**src/rtl/lock_core_param.sv**
```systemverilog
// lock_core_param: parameterised digit-code lock.
// Stores a PW_LEN-digit code of DIGIT_W-bit digits, checks entered codes on
// submit, and locks out for LOCKOUT_CYCLES after MAX_FAILS consecutive misses.
// Optional feature macro: LOCK_AUTO_RELOCK_EN (idle auto-relock from UNLOCKED
// after RELOCK_CYCLES cycles without a button edge).
module lock_core_param #(
    parameter int DIGIT_W        = 2,
    parameter int PW_LEN         = 4,
    parameter int MAX_FAILS      = 3,
    parameter int LOCKOUT_CYCLES = 16,
    parameter int RELOCK_CYCLES  = 256
) (
    input  logic                             clk,
    input  logic                             system_reset_n,
    input  logic                             store_button,
    input  logic                             input_button,
    input  logic                             submit_button,
    input  logic [DIGIT_W-1:0]               digits,
    output logic                             unlock,
    output logic                             sleep,
    output logic                             correct_password,
    output logic                             invalid_password,
    output logic                             store_error,
    output logic [$clog2(PW_LEN+1)-1:0]      entry_count,
    output logic [$clog2(MAX_FAILS+1)-1:0]   fail_count
);

    localparam int BW  = PW_LEN * DIGIT_W;
    localparam int ECW = $clog2(PW_LEN + 1);
    localparam int FCW = $clog2(MAX_FAILS + 1);
    localparam int LW  = (LOCKOUT_CYCLES > 1) ? $clog2(LOCKOUT_CYCLES) : 1;

    localparam logic [ECW-1:0] EC_FULL = ECW'(PW_LEN);
    localparam logic [FCW-1:0] FC_LAST = FCW'(MAX_FAILS - 1);
    localparam logic [LW-1:0]  LO_LOAD = LW'(LOCKOUT_CYCLES - 1);

    typedef enum logic [1:0] {
        S_SETUP    = 2'd0,
        S_LOCKED   = 2'd1,
        S_UNLOCKED = 2'd2,
        S_LOCKOUT  = 2'd3
    } state_t;

    state_t          state_q, state_d;
    logic            store_q, input_q, submit_q;
    logic [BW-1:0]   buf_q, buf_d;
    logic [BW-1:0]   code_q, code_d;
    logic            ovf_q, ovf_d;
    logic [ECW-1:0]  ec_q, ec_d;
    logic [FCW-1:0]  fc_q, fc_d;
    logic [LW-1:0]   lo_q, lo_d;
    logic            cp_q, cp_d, ip_q, ip_d, se_q, se_d;

    logic st_e, in_e, sub_e, any_e;
    logic do_sub, do_st, do_in;
    logic store_ok, match, fail_last, lo_done, relock_fire;

    // Rising-edge detect; submit outranks store, store outranks input.
    assign st_e   = store_button  & ~store_q;
    assign in_e   = input_button  & ~input_q;
    assign sub_e  = submit_button & ~submit_q;
    assign any_e  = st_e | in_e | sub_e;
    assign do_sub = sub_e;
    assign do_st  = st_e & ~sub_e;
    assign do_in  = in_e & ~st_e & ~sub_e;

    assign store_ok  = (ec_q == EC_FULL) && !ovf_q;
    assign match     = store_ok && (buf_q == code_q);
    assign fail_last = (fc_q == FC_LAST);
    assign lo_done   = (lo_q == '0);

`ifdef LOCK_AUTO_RELOCK_EN
    localparam int RW = (RELOCK_CYCLES > 1) ? $clog2(RELOCK_CYCLES) : 1;
    localparam logic [RW-1:0] IDLE_LAST = RW'(RELOCK_CYCLES - 1);

    logic [RW-1:0] idle_q;

    // Idle counter: runs only in UNLOCKED, any button edge restarts it.
    always_ff @(posedge clk or negedge system_reset_n) begin
        if (!system_reset_n)                          idle_q <= '0;
        else if (state_q != S_UNLOCKED || any_e)      idle_q <= '0;
        else if (idle_q != IDLE_LAST)                 idle_q <= idle_q + 1'b1;
    end

    assign relock_fire = (state_q == S_UNLOCKED) && !any_e && (idle_q == IDLE_LAST);
`else
    logic unused_relock;
    assign unused_relock = any_e ^ (RELOCK_CYCLES != 0);
    assign relock_fire   = 1'b0;
`endif

    // State register.
    always_ff @(posedge clk or negedge system_reset_n) begin
        if (!system_reset_n) state_q <= S_SETUP;
        else                 state_q <= state_d;
    end

    // Next-state logic.
    always_comb begin
        state_d = state_q;
        case (state_q)
            S_SETUP:    if (do_st && store_ok) state_d = S_LOCKED;
            S_LOCKED:   if (do_sub) begin
                            if (match)          state_d = S_UNLOCKED;
                            else if (fail_last) state_d = S_LOCKOUT;
                        end
            S_UNLOCKED: if (do_sub || (do_st && store_ok) || relock_fire) state_d = S_LOCKED;
            S_LOCKOUT:  if (lo_done) state_d = S_LOCKED;
            default:    state_d = S_SETUP;
        endcase
    end

    // Outputs: levels decoded from state, pulses from registers.
    always_comb begin
        unlock           = (state_q == S_UNLOCKED);
        sleep            = (state_q == S_LOCKOUT);
        correct_password = cp_q;
        invalid_password = ip_q;
        store_error      = se_q;
        entry_count      = ec_q;
        fail_count       = fc_q;
    end

    // Datapath next values: entry buffer, stored code, counters, pulses.
    always_comb begin
        logic clr;
        clr    = 1'b0;
        buf_d  = buf_q;
        ovf_d  = ovf_q;
        ec_d   = ec_q;
        code_d = code_q;
        fc_d   = fc_q;
        lo_d   = lo_q;
        cp_d   = 1'b0;
        ip_d   = 1'b0;
        se_d   = 1'b0;

        // Digit entry; full buffer flags overflow instead of shifting.
        if (do_in && state_q != S_LOCKOUT) begin
            if (ec_q < EC_FULL) begin
                buf_d = (buf_q << DIGIT_W) | BW'(digits);
                ec_d  = ec_q + 1'b1;
            end else begin
                ovf_d = 1'b1;
            end
        end

        case (state_q)
            S_SETUP, S_UNLOCKED: begin
                if (do_st) begin
                    clr = 1'b1;
                    if (store_ok) code_d = buf_q;
                    else          se_d   = 1'b1;
                end
                if (state_q == S_UNLOCKED && (do_sub || relock_fire)) clr = 1'b1;
            end
            S_LOCKED: begin
                if (do_sub) begin
                    clr = 1'b1;
                    if (match) begin
                        cp_d = 1'b1;
                        fc_d = '0;
                    end else begin
                        ip_d = 1'b1;
                        fc_d = fc_q + 1'b1;
                        if (fail_last) lo_d = LO_LOAD;
                    end
                end
            end
            S_LOCKOUT: begin
                clr = 1'b1;
                if (lo_done) fc_d = '0;
                else         lo_d = lo_q - 1'b1;
            end
            default: clr = 1'b1;
        endcase

        if (clr) begin
            buf_d = '0;
            ovf_d = 1'b0;
            ec_d  = '0;
        end
    end

    // Datapath and button-history registers.
    always_ff @(posedge clk or negedge system_reset_n) begin
        if (!system_reset_n) begin
            store_q  <= 1'b0;
            input_q  <= 1'b0;
            submit_q <= 1'b0;
            buf_q    <= '0;
            code_q   <= '0;
            ovf_q    <= 1'b0;
            ec_q     <= '0;
            fc_q     <= '0;
            lo_q     <= '0;
            cp_q     <= 1'b0;
            ip_q     <= 1'b0;
            se_q     <= 1'b0;
        end else begin
            store_q  <= store_button;
            input_q  <= input_button;
            submit_q <= submit_button;
            buf_q    <= buf_d;
            code_q   <= code_d;
            ovf_q    <= ovf_d;
            ec_q     <= ec_d;
            fc_q     <= fc_d;
            lo_q     <= lo_d;
            cp_q     <= cp_d;
            ip_q     <= ip_d;
            se_q     <= se_d;
        end
    end

endmodule
```
**config.mk**
```make
export PLATFORM = sky130hd
export DESIGN_NAME = lock_core_param
export DESIGN_NICKNAME = d
export VERILOG_FILES = /design/src/rtl/lock_core_param.sv
export SDC_FILE = /design/constraint.sdc
export NUM_CORES = 1
export LEC_CHECK = 0
export ABC_CLOCK_PERIOD_IN_PS = 1700
export BUFFER_PORTS_ARGS = -buffer_cell sky130_fd_sc_hd__buf_2
export CORE_AREA = 2 2 95 51
export CTS_BUF_LIST = sky130_fd_sc_hd__clkbuf_4 sky130_fd_sc_hd__clkbuf_8 sky130_fd_sc_hd__clkbuf_16
export DETAILED_ROUTE_END_ITERATION = 10
export DIE_AREA = 0 0 97 53
export PLACE_DENSITY = 0.58
export SLEW_MARGIN = 15
export SYNTH_ARGS = -nofsm -noshare
export SYNTH_HDL_FRONTEND = slang
export SYNTH_SLANG_ARGS = --single-unit
```
**constraint.sdc**
```tcl
create_clock -name clk -period 1.7 [get_ports clk]
set_input_delay 0.085 -clock clk [delete_from_list [all_inputs] [get_ports clk]]
set_output_delay 0.085 -clock clk [all_outputs]
set_load 0.01 [all_outputs]
```
==> metrics.log, run 1 <==
INFO  metric drt-initial-drc-count = 55
INFO  metric ff2ff_setup_slack = 0.01 ns
INFO  metric initial_antenna_violation_count = 0
INFO  metric p_int = 1.596 mW
INFO  metric mapped_nets = 152
INFO  metric worst_ep_required_time = 1.87 ns
INFO  metric worstReg2RegStart = entry_count[0]$_DFFE_PN0P_
INFO  metric power = 2.443 mW
INFO  metric power_density_of_the_placed_cells = 1114 nW/µm²
INFO  metric crit_arrival = 1.85 ns
INFO  metric insertion_delay = 0.29 ns
INFO  metric finalClockSkew = 0.008657 ns
INFO  metric synth_enable_flop_cells = 0
INFO  metric timing.fmax = 593.3 MHz
INFO  metric layout_commonest_cell = sky130_fd_sc_hd__dfrtp_1
INFO  metric setup.worst_path.start_class = flop
INFO  metric final_layout_size_suffix_gt1_frac = 0.3704
INFO  metric timing.final.crit_share = 0.9915
INFO  metric netSwitchingFraction = 0.3467
INFO  metric wirelength = 4.092 mm
INFO  metric unrepaired_setup_endpoints_after_global_routing = true
INFO  metric ys_async_sr_fraction = 1.000
INFO  metric dieWidth = 97 µm
INFO  metric grt.met1_usage = 0.2185
INFO  metric netlist_cell_types = 41
INFO  metric layout.cells.most_common_list = sky130_fd_sc_hd__dfrtp_1, sky130_fd_sc_hd__buf_4, sky130_fd_sc_hd__buf_2, sky130_fd_sc_hd__a22o_1, sky130_fd_sc_hd__mux2_4
INFO  metric worstPathMaxFanout = 8
INFO  metric portBuffers = 16
INFO  metric netSwitchingPower = 0.8469 mW
INFO  metric dr.pass1.iters = 6
INFO  metric postSynthAreaPerCell = 12.00 µm²
INFO  metric cts_max_path_buffers = 2
INFO  metric gp_routability_congestion = 0.8089
INFO  metric floorplan.rows = 17
INFO  metric yosys_register_bits = 34
INFO  metric layout_setup_ws = 0.01439 ns
INFO  metric cts-buffers-inserted = 5
INFO  metric grt_most_used_layer = met2
INFO  metric clockRootBuffer = sky130_fd_sc_hd__clkbuf_8
INFO  metric timing.critical_path.to = code_q[5]$_DFFE_PN0P_
INFO  metric num_antenna_cells = 0
INFO  metric critical_path.max_stage_delay = 0.38 ns
INFO  metric first_pass_grt_wire_length = 6.575 mm
INFO  metric initial_core_util = 0.3957
INFO  metric outcome = complete, no violations
INFO  metric fin_hold_ws = 0.01789 ns
INFO  metric timing.final.hold_violations = 0
INFO  metric slew_viol_final = 0
INFO  metric worst-slew-pin-transition = 0.7496 ns
INFO  metric rr_worst_depth = 7
INFO  metric clock_sink_total = 34
INFO  metric hold_path_class = in -> reg
INFO  metric timing.critical_path.slowest_stage_cell = sky130_fd_sc_hd__dfrtp_1
INFO  metric gr-usage-met3 = 0.06737
INFO  metric preCtsSetupSlack = -0.09182 ns
INFO  metric critPathCaptureType = flop
INFO  metric power_frac_comb = 0.358
INFO  metric cellLeakagePower = 1.056 nW
INFO  metric core_area = 4275 µm²
INFO  metric first_global_vias = 1340
INFO  metric post-route-min-period = 1.686 ns
INFO  metric share_clk_of_total_power = 0.229
INFO  metric place.detailed.hpwl = 2.709 mm
INFO  metric routed_wire_length_per_instance = 16.63 µm
INFO  metric layout.nets = 200
INFO  metric route.antenna.remaining_nets = 0
INFO  metric die_height = 53 µm
INFO  metric worstSetupStartpoint = entry_count[0]$_DFFE_PN0P_
INFO  metric tritoncts = yes
INFO  metric htreeDepth = 2
INFO  metric synth.yosys.warnings = 0
INFO  metric power.share.sequential = 0.413
INFO  metric remaining_design_rule_violation_count = 0
INFO  metric setup_violators_final = 0
INFO  metric mappedNetlistArea = 1692 µm²
INFO  metric vias = 1312
INFO  metric vias_per_cell = 5.333
INFO  metric synth_cells = 141
INFO  metric crit_path_cell_trace = inv_1 -> ha_2 -> nand3b_1 -> buf_4 -> nor4_4 -> buf_6 -> mux2_4
INFO  metric pin_count_of_the_biggest_net_entering_global_routing = 35
INFO  metric areaGrowthSynthToFinish = 29.66%
INFO  metric grt_use_met2 = 0.2581
INFO  metric path_clk_slew = 0.06 ns
INFO  metric yosysSeqAreaShare = 0.5030
INFO  metric finish.utilization = 0.5130
INFO  metric globalRouteOverflowTotal = 0
INFO  metric worst_slew_margin_rel = 0.5003
INFO  metric design.die.area = 5141 µm²
INFO  metric drv_cap = 0
INFO  metric worst-setup-path-type = reg -> reg
INFO  metric global_route.usage.total = 0.1713
INFO  metric predominant_post_synthesis_flop_cell = sky130_fd_sc_hd__dfrtp_1
INFO  metric irDropWorstVdd = 0.3678 mV
INFO  metric regToRegEndpoint = code_q[5]$_DFFE_PN0P_
INFO  metric io-pin-count = 17
==> power by group through the flow <==
stage | clock network [mW] | registers (mW) | logic, mW
4_1_cts | 0.574 | 1.00 | 0.801
2_1_floorplan | 0 | 1.01 | 0.536
6_report | 0.561 | 1.01 | 0.874
3_5_place_dp | 0 | 1.02 | 0.777
5_1_grt | 0.624 | 1.02 | 0.958
3_3_place_gp | 0 | 1.01 | 0.755
==> worst min-delay path by stage <==
stage	from	end	cells past startpoint
2_1_floorplan	system_reset_n	buf_q[0]$_DFFE_PN0P_	0
3_3_place_gp	system_reset_n	store_q$_DFF_PN0_	1
3_5_place_dp	system_reset_n	store_q$_DFF_PN0_	1
4_1_cts	digits[0]	buf_q[0]$_DFFE_PN0P_	2
5_1_grt	digits[0]	buf_q[0]$_DFFE_PN0P_	2
6_report	digits[0]	buf_q[0]$_DFFE_PN0P_	2
==> layout make-up <==
class / count / area, µm²
clock buffers: 5 / 68.82
multi-input cells: 96 / 854.6
fillers: 364 / 2082
flip-flops and latches: 34 / 850.8
clock inverters: 2 / 10.01
well taps: 57 / 71.32
repair buffers: 45 / 311.5
inverters: 7 / 26.28
==> synth_stat cells, types with 2 or more instances <==
| library cell | number | area [µm²] |
|---|---|---|
| sky130_fd_sc_hd__o21ai_0 | 3 | 15.01 |
| sky130_fd_sc_hd__xnor2_1 | 5 | 43.79 |
| sky130_fd_sc_hd__dfrtp_1 | 34 | 850.8 |
| sky130_fd_sc_hd__nor2_1 | 4 | 15.01 |
| sky130_fd_sc_hd__o311a_1 | 4 | 40.04 |
| sky130_fd_sc_hd__a22o_1 | 10 | 87.58 |
| sky130_fd_sc_hd__nand2b_1 | 3 | 18.77 |
| sky130_fd_sc_hd__ha_1 | 4 | 50.05 |
| sky130_fd_sc_hd__nor4_4 | 2 | 42.54 |
| sky130_fd_sc_hd__buf_6 | 2 | 22.52 |
| sky130_fd_sc_hd__xor2_1 | 6 | 52.55 |
| sky130_fd_sc_hd__mux2_2 | 9 | 101.4 |
| sky130_fd_sc_hd__o21bai_1 | 2 | 15.01 |
| sky130_fd_sc_hd__nor4_1 | 3 | 18.77 |
| sky130_fd_sc_hd__nor2b_1 | 3 | 18.77 |
| sky130_fd_sc_hd__nor3_1 | 4 | 20.02 |
| sky130_fd_sc_hd__inv_1 | 6 | 22.52 |
| sky130_fd_sc_hd__nand2_1 | 6 | 22.52 |
| sky130_fd_sc_hd__a21oi_1 | 4 | 20.02 |
| sky130_fd_sc_hd__nand4_1 | 5 | 31.28 |
| sky130_fd_sc_hd__clkbuf_1 | 2 | 7.510 |
==> per-stage QoR <==
| step | instance area (µm²) | TNS [ns] | std cells |
|---|---|---|---|
| floorplan | 1692 | -0.2425 | 141 |
| global placement | 1973 | -0.4140 | 231 |
| detailed placement | 1973 | -0.6360 | 231 |
| CTS | 2153 | 0 | 243 |
| global route | 2193 | -1.139 | 246 |
| finish | 2193 | 0 | 246 |
==> per-layer routing <==
layer,up-vias,part of all wire,routed length [µm]
li1,624,-,-
met1,644,0.50,2028
met2,36,0.43,1779
met3,8,0.056,228
met4,0,0.013,55
met5,-,0,0
==> critical path: cells and delay by family, from the launching register on <==
| kind | cells | cell delay (ns) |
|---|---|---|
| buf+inv | 3 | 0.44 |
| flops | 1 | 0.38 |
| mux | 1 | 0.32 |
| simple gates | 2 | 0.27 |
| fa+ha+maj | 1 | 0.16 |
==> sequential cells by signal, indices dropped and copies added, names as in the netlist <==
register and count:
entry_count 3, store_q 1, ovf_q 1, state_q 2, code_q 8, fail_count 2
store_error 1, buf_q 8, lo_q 4, input_q 1, invalid_password 1, correct_password 1
submit_q 1
==> cells by family (layout without fill, tap and decap cells) <==
group,count (synthesis),count (layout),share of synthesized area
AOI/OAI and AO/OA,31,32,0.1539
xor gates and xnor gates,11,11,0.05695
adders and majority gates,4,4,0.02959
buffers and inverters,13,59,0.04068
DFF,34,34,0.5030
muxes,9,9,0.05991
and+or+nand+nor,39,40,0.1561
==> repair_timing <==
item	4_1_cts	5_1_grt
setup endpoints to repair	15	18
hold endpoints to repair	37	0
pin swaps	5	4
cloned	1	1
gates resized for setup	14	5
setup buffers	0	2
hold buffers	4	0
Note: power is estimated with default switching activity, not from simulation.
==> run 2, diff against run 1 <==
--- a/config.mk
+++ b/config.mk
@@ -7,11 +7,13 @@
 export LEC_CHECK = 0
 export ABC_CLOCK_PERIOD_IN_PS = 1700
 export BUFFER_PORTS_ARGS = -buffer_cell sky130_fd_sc_hd__buf_2
+export CELL_PAD_IN_SITES_DETAIL_PLACEMENT = 1
+export CELL_PAD_IN_SITES_GLOBAL_PLACEMENT = 1
 export CORE_AREA = 2 2 95 51
 export CTS_BUF_LIST = sky130_fd_sc_hd__clkbuf_4 sky130_fd_sc_hd__clkbuf_8 sky130_fd_sc_hd__clkbuf_16
 export DETAILED_ROUTE_END_ITERATION = 10
 export DIE_AREA = 0 0 97 53
-export PLACE_DENSITY = 0.58
+export PLACE_DENSITY = 0.7
 export SLEW_MARGIN = 15
 export SYNTH_ARGS = -nofsm -noshare
 export SYNTH_HDL_FRONTEND = slang
==> run 2 against run 1 <==
  * Routed wire length is 12% higher
  * Critical path type unchanged
  * The flow now finishes with violations (negative setup slack)
  * Largest power group unchanged
  * Combinational power increased by 7.3%
  * Worst setup slack worse by 0.070 ns
==> metrics.log, run 2 (synthesized netlist as in run 1, its figures left out) <==
INFO  metric routed_wire_length_per_instance = 18.53 µm (was 16.63 µm)
INFO  metric tritoncts = yes (unchanged)
INFO  metric portBuffers = 16 (unchanged)
INFO  metric dieWidth = 97 µm (unchanged)
INFO  metric multi_input_area = 819.5 µm² (was 854.6 µm²)
INFO  metric die_height = 53 µm (unchanged)
INFO  metric gr-usage-met3 = 0.05284 (was 0.06737)
INFO  metric finalSetupTns = -0.1586 ns (was 0 ns)
INFO  metric design.die.area = 5141 µm² (unchanged)
INFO  metric remaining_design_rule_violation_count = 0 (unchanged)
INFO  metric dr.pass1.iters = 4 (was 6)
INFO  metric hold_path_class = in -> reg (unchanged)
INFO  metric grt_most_used_layer = met2 (unchanged)
INFO  metric setup.worst_path.start_class = flop (unchanged)
INFO  metric critical-path-top-delay-family = simple AND/OR/NAND/NOR gates (was buffers and inverters)
INFO  metric setup_violators_final = 4 (was 0)
INFO  metric clock_sink_total = 34 (unchanged)
INFO  metric ff2ff_setup_slack = -0.06 ns (was 0.01 ns)
INFO  metric initial_core_util = 0.3957 (unchanged)
INFO  metric grt.met1_usage = 0.2459 (was 0.2185)
INFO  metric initial_antenna_violation_count = 0 (unchanged)
INFO  metric post-route-min-period = 1.756 ns (was 1.686 ns)
INFO  metric critical_path.max_stage_delay = 0.40 ns (was 0.38 ns)
INFO  metric areaGrowthSynthToFinish = 30.92% (was 29.66%)
INFO  metric worst-setup-path-type = reg -> reg (unchanged)
INFO  metric worstPathMaxFanout = 9 (was 8)
INFO  metric wirelength = 4.596 mm (was 4.092 mm)
INFO  metric timing.critical_path.slowest_stage_cell = sky130_fd_sc_hd__dfrtp_1 (unchanged)
INFO  metric slew_viol_final = 0 (unchanged)
INFO  metric layout.cells.most_common_list = sky130_fd_sc_hd__dfrtp_1, sky130_fd_sc_hd__buf_4, sky130_fd_sc_hd__buf_2, sky130_fd_sc_hd__a22o_1, sky130_fd_sc_hd__mux2_2 (was sky130_fd_sc_hd__dfrtp_1, sky130_fd_sc_hd__buf_4, sky130_fd_sc_hd__buf_2, sky130_fd_sc_hd__a22o_1, sky130_fd_sc_hd__mux2_4)
INFO  metric layout_commonest_cell = sky130_fd_sc_hd__dfrtp_1 (unchanged)
INFO  metric final_layout_size_suffix_gt1_frac = 0.3874 (was 0.3704)
INFO  metric irDropWorstVdd = 0.4742 mV (was 0.3678 mV)
INFO  metric timing.critical_path.buf_inv = 2 (was 3)
INFO  metric outcome = finished, violations left (was complete, no violations)
INFO  metric path_clk_slew = 0.07 ns (was 0.06 ns)
INFO  metric num_antenna_cells = 0 (unchanged)
INFO  metric clockRootBuffer = sky130_fd_sc_hd__clkbuf_8 (unchanged)
INFO  metric crit_arrival = 1.92 ns (was 1.85 ns)
INFO  metric first_pass_grt_wire_length = 7.210 mm (was 6.575 mm)
INFO  metric failed_checks = negative setup slack
INFO  metric cellLeakagePower = 1.071 nW (was 1.056 nW)
INFO  metric cts-buffers-inserted = 5 (unchanged)
INFO  metric grt_use_met2 = 0.3113 (was 0.2581)
INFO  metric timing.final.crit_share = 1.033 (was 0.9915)
INFO  metric io-pin-count = 17 (unchanged)
INFO  metric place.detailed.hpwl = 3.104 mm (was 2.709 mm)
INFO  metric power = 2.713 mW (was 2.443 mW)
INFO  metric power_density_of_the_placed_cells = 1225 nW/µm² (was 1114 nW/µm²)
INFO  metric preCtsSetupSlack = -0.1555 ns (was -0.09182 ns)
INFO  metric crit_path_cell_trace = xor2_1 -> nor4_1 -> buf_4 -> nand4_2 -> buf_6 -> o311a_1 (was inv_1 -> ha_2 -> nand3b_1 -> buf_4 -> nor4_4 -> buf_6 -> mux2_4)
INFO  metric route.antenna.remaining_nets = 0 (unchanged)
INFO  metric layout.nets = 201 (was 200)
INFO  metric layout_setup_ws = -0.05560 ns (was 0.01439 ns)
INFO  metric htreeDepth = 2 (unchanged)
INFO  metric worst_ep_required_time = 1.87 ns (about the same)
INFO  metric insertion_delay = 0.29 ns (about the same)
INFO  metric timing.fmax = 569.6 MHz (was 593.3 MHz)
INFO  metric pin_count_of_the_biggest_net_entering_global_routing = 35 (unchanged)
INFO  metric critPathCaptureType = flop (unchanged)
INFO  metric worst-slew-pin-transition = 0.7679 ns (was 0.7496 ns)
INFO  metric cts_max_path_buffers = 2 (unchanged)
INFO  metric vias_per_cell = 5.480 (was 5.333)
INFO  metric core_area = 4275 µm² (unchanged)
INFO  metric vias = 1359 (was 1312)
INFO  metric worst_slew_margin_rel = 0.4881 (was 0.5003)
INFO  metric fillerInstances = 462 (was 364)
INFO  metric finalClockSkew = 0.009468 ns (was 0.008657 ns)
INFO  metric largest_registers_in_the_final_layout = buf_q (8), code_q (8), lo_q (4) (unchanged)
INFO  metric floorplan.rows = 17 (unchanged)
INFO  metric first_global_vias = 1390 (was 1340)
INFO  metric drt-initial-drc-count = 48 (was 55)
INFO  metric drv_cap = 0 (unchanged)
INFO  metric unrepaired_setup_endpoints_after_global_routing = true (unchanged)
INFO  metric gp_routability_congestion = 0.8576 (was 0.8089)
INFO  metric register_area = 850.8 µm² (unchanged)
INFO  metric global_route.usage.total = 0.1907 (was 0.1713)
INFO  metric timing.final.hold_violations = 0 (unchanged)
INFO  metric globalRouteOverflowTotal = 0 (unchanged)
run 2: changes by cell type in the layout (fill, tap and decap cells not counted), moves of 2 or more:
cell / change
sky130_fd_sc_hd__ha_2: -2
sky130_fd_sc_hd__mux2_4: -7
sky130_fd_sc_hd__o21ai_1: -2
sky130_fd_sc_hd__buf_4: +2
sky130_fd_sc_hd__clkinv_2: -2
sky130_fd_sc_hd__inv_1: -2
sky130_fd_sc_hd__o21ai_0: +2
sky130_fd_sc_hd__inv_2: +2
sky130_fd_sc_hd__mux2_2: +7
run 2: worst paths after layout:
check                           cells past startpoint                    end             startpoint
max in group asynchronous                           2  code_q[6]$_DFFE_PN0P_         system_reset_n
worst min register to register                      1  code_q[6]$_DFFE_PN0P_  code_q[6]$_DFFE_PN0P_
worst max register to register                      6    lo_q[1]$_DFFE_PN0P_  code_q[7]$_DFFE_PN0P_
worst min-delay path                                2   buf_q[0]$_DFFE_PN0P_              digits[0]
min in group asynchronous                           2    lo_q[0]$_DFFE_PN0P_         system_reset_n
worst max-delay path                                6    lo_q[1]$_DFFE_PN0P_  code_q[7]$_DFFE_PN0P_
run 2: repair_timing:
item,CTS,global route
hold endpoints to repair,37,0
gates cloned,0,1
endpoints found under the setup margin,16,19
pin swaps,6,7
setup buffers,5,3
gates resized for setup,9,2
hold buffers,4,0
run 2: worst register-to-register path, stage by stage (launching register included):
cell,delay [ns]
sky130_fd_sc_hd__dfrtp_1,0.40
sky130_fd_sc_hd__xor2_1,0.17
sky130_fd_sc_hd__nor4_1,0.33
sky130_fd_sc_hd__buf_4,0.18
sky130_fd_sc_hd__nand4_2,0.10
sky130_fd_sc_hd__buf_6,0.16
sky130_fd_sc_hd__o311a_1,0.31
run 2: report_power, final:
| group | internal, mW | switching (mW) |
|---|---|---|
| combinational | 0.446 | 0.492 |
| sequential | 0.911 | 0.118 |
| clock | 0.453 | 0.293 |
run 2: metal layers:
| metal | share of wire | wire, µm |
|---|---|---|
| met5 | 0 | 0 |
| met3 | 0.055 | 252 |
| met2 | 0.46 | 2114 |
| met1 | 0.47 | 2159 |
| met4 | 0.015 | 68 |
run 2: layout make-up:
type | instances | share of cell area
clock buffers | 6 | 0.03446
clock inverters | 2 | 0.01695
inverters | 7 | 0.01186
multi-input cells | 95 | 0.3701
flip-flops and latches | 34 | 0.3842
well taps | 57 | 0.03220
repair buffers | 47 | 0.1503
run 2: through the flow:
| step | instance area [µm²] | instances | hold slack, ns | utilization |
|---|---|---|---|---|
| floorplan | 1692 | 141 | -0.2106 | - |
| global placement | 1951 | 228 | 0.1787 | 0.4562 |
| detailed placement | 1951 | 228 | 0.2008 | 0.4562 |
| CTS | 2178 | 245 | 0.01563 | 0.5095 |
| global route | 2215 | 248 | 0.01846 | 0.5180 |
| finish | 2215 | 248 | 0.02251 | 0.5180 |
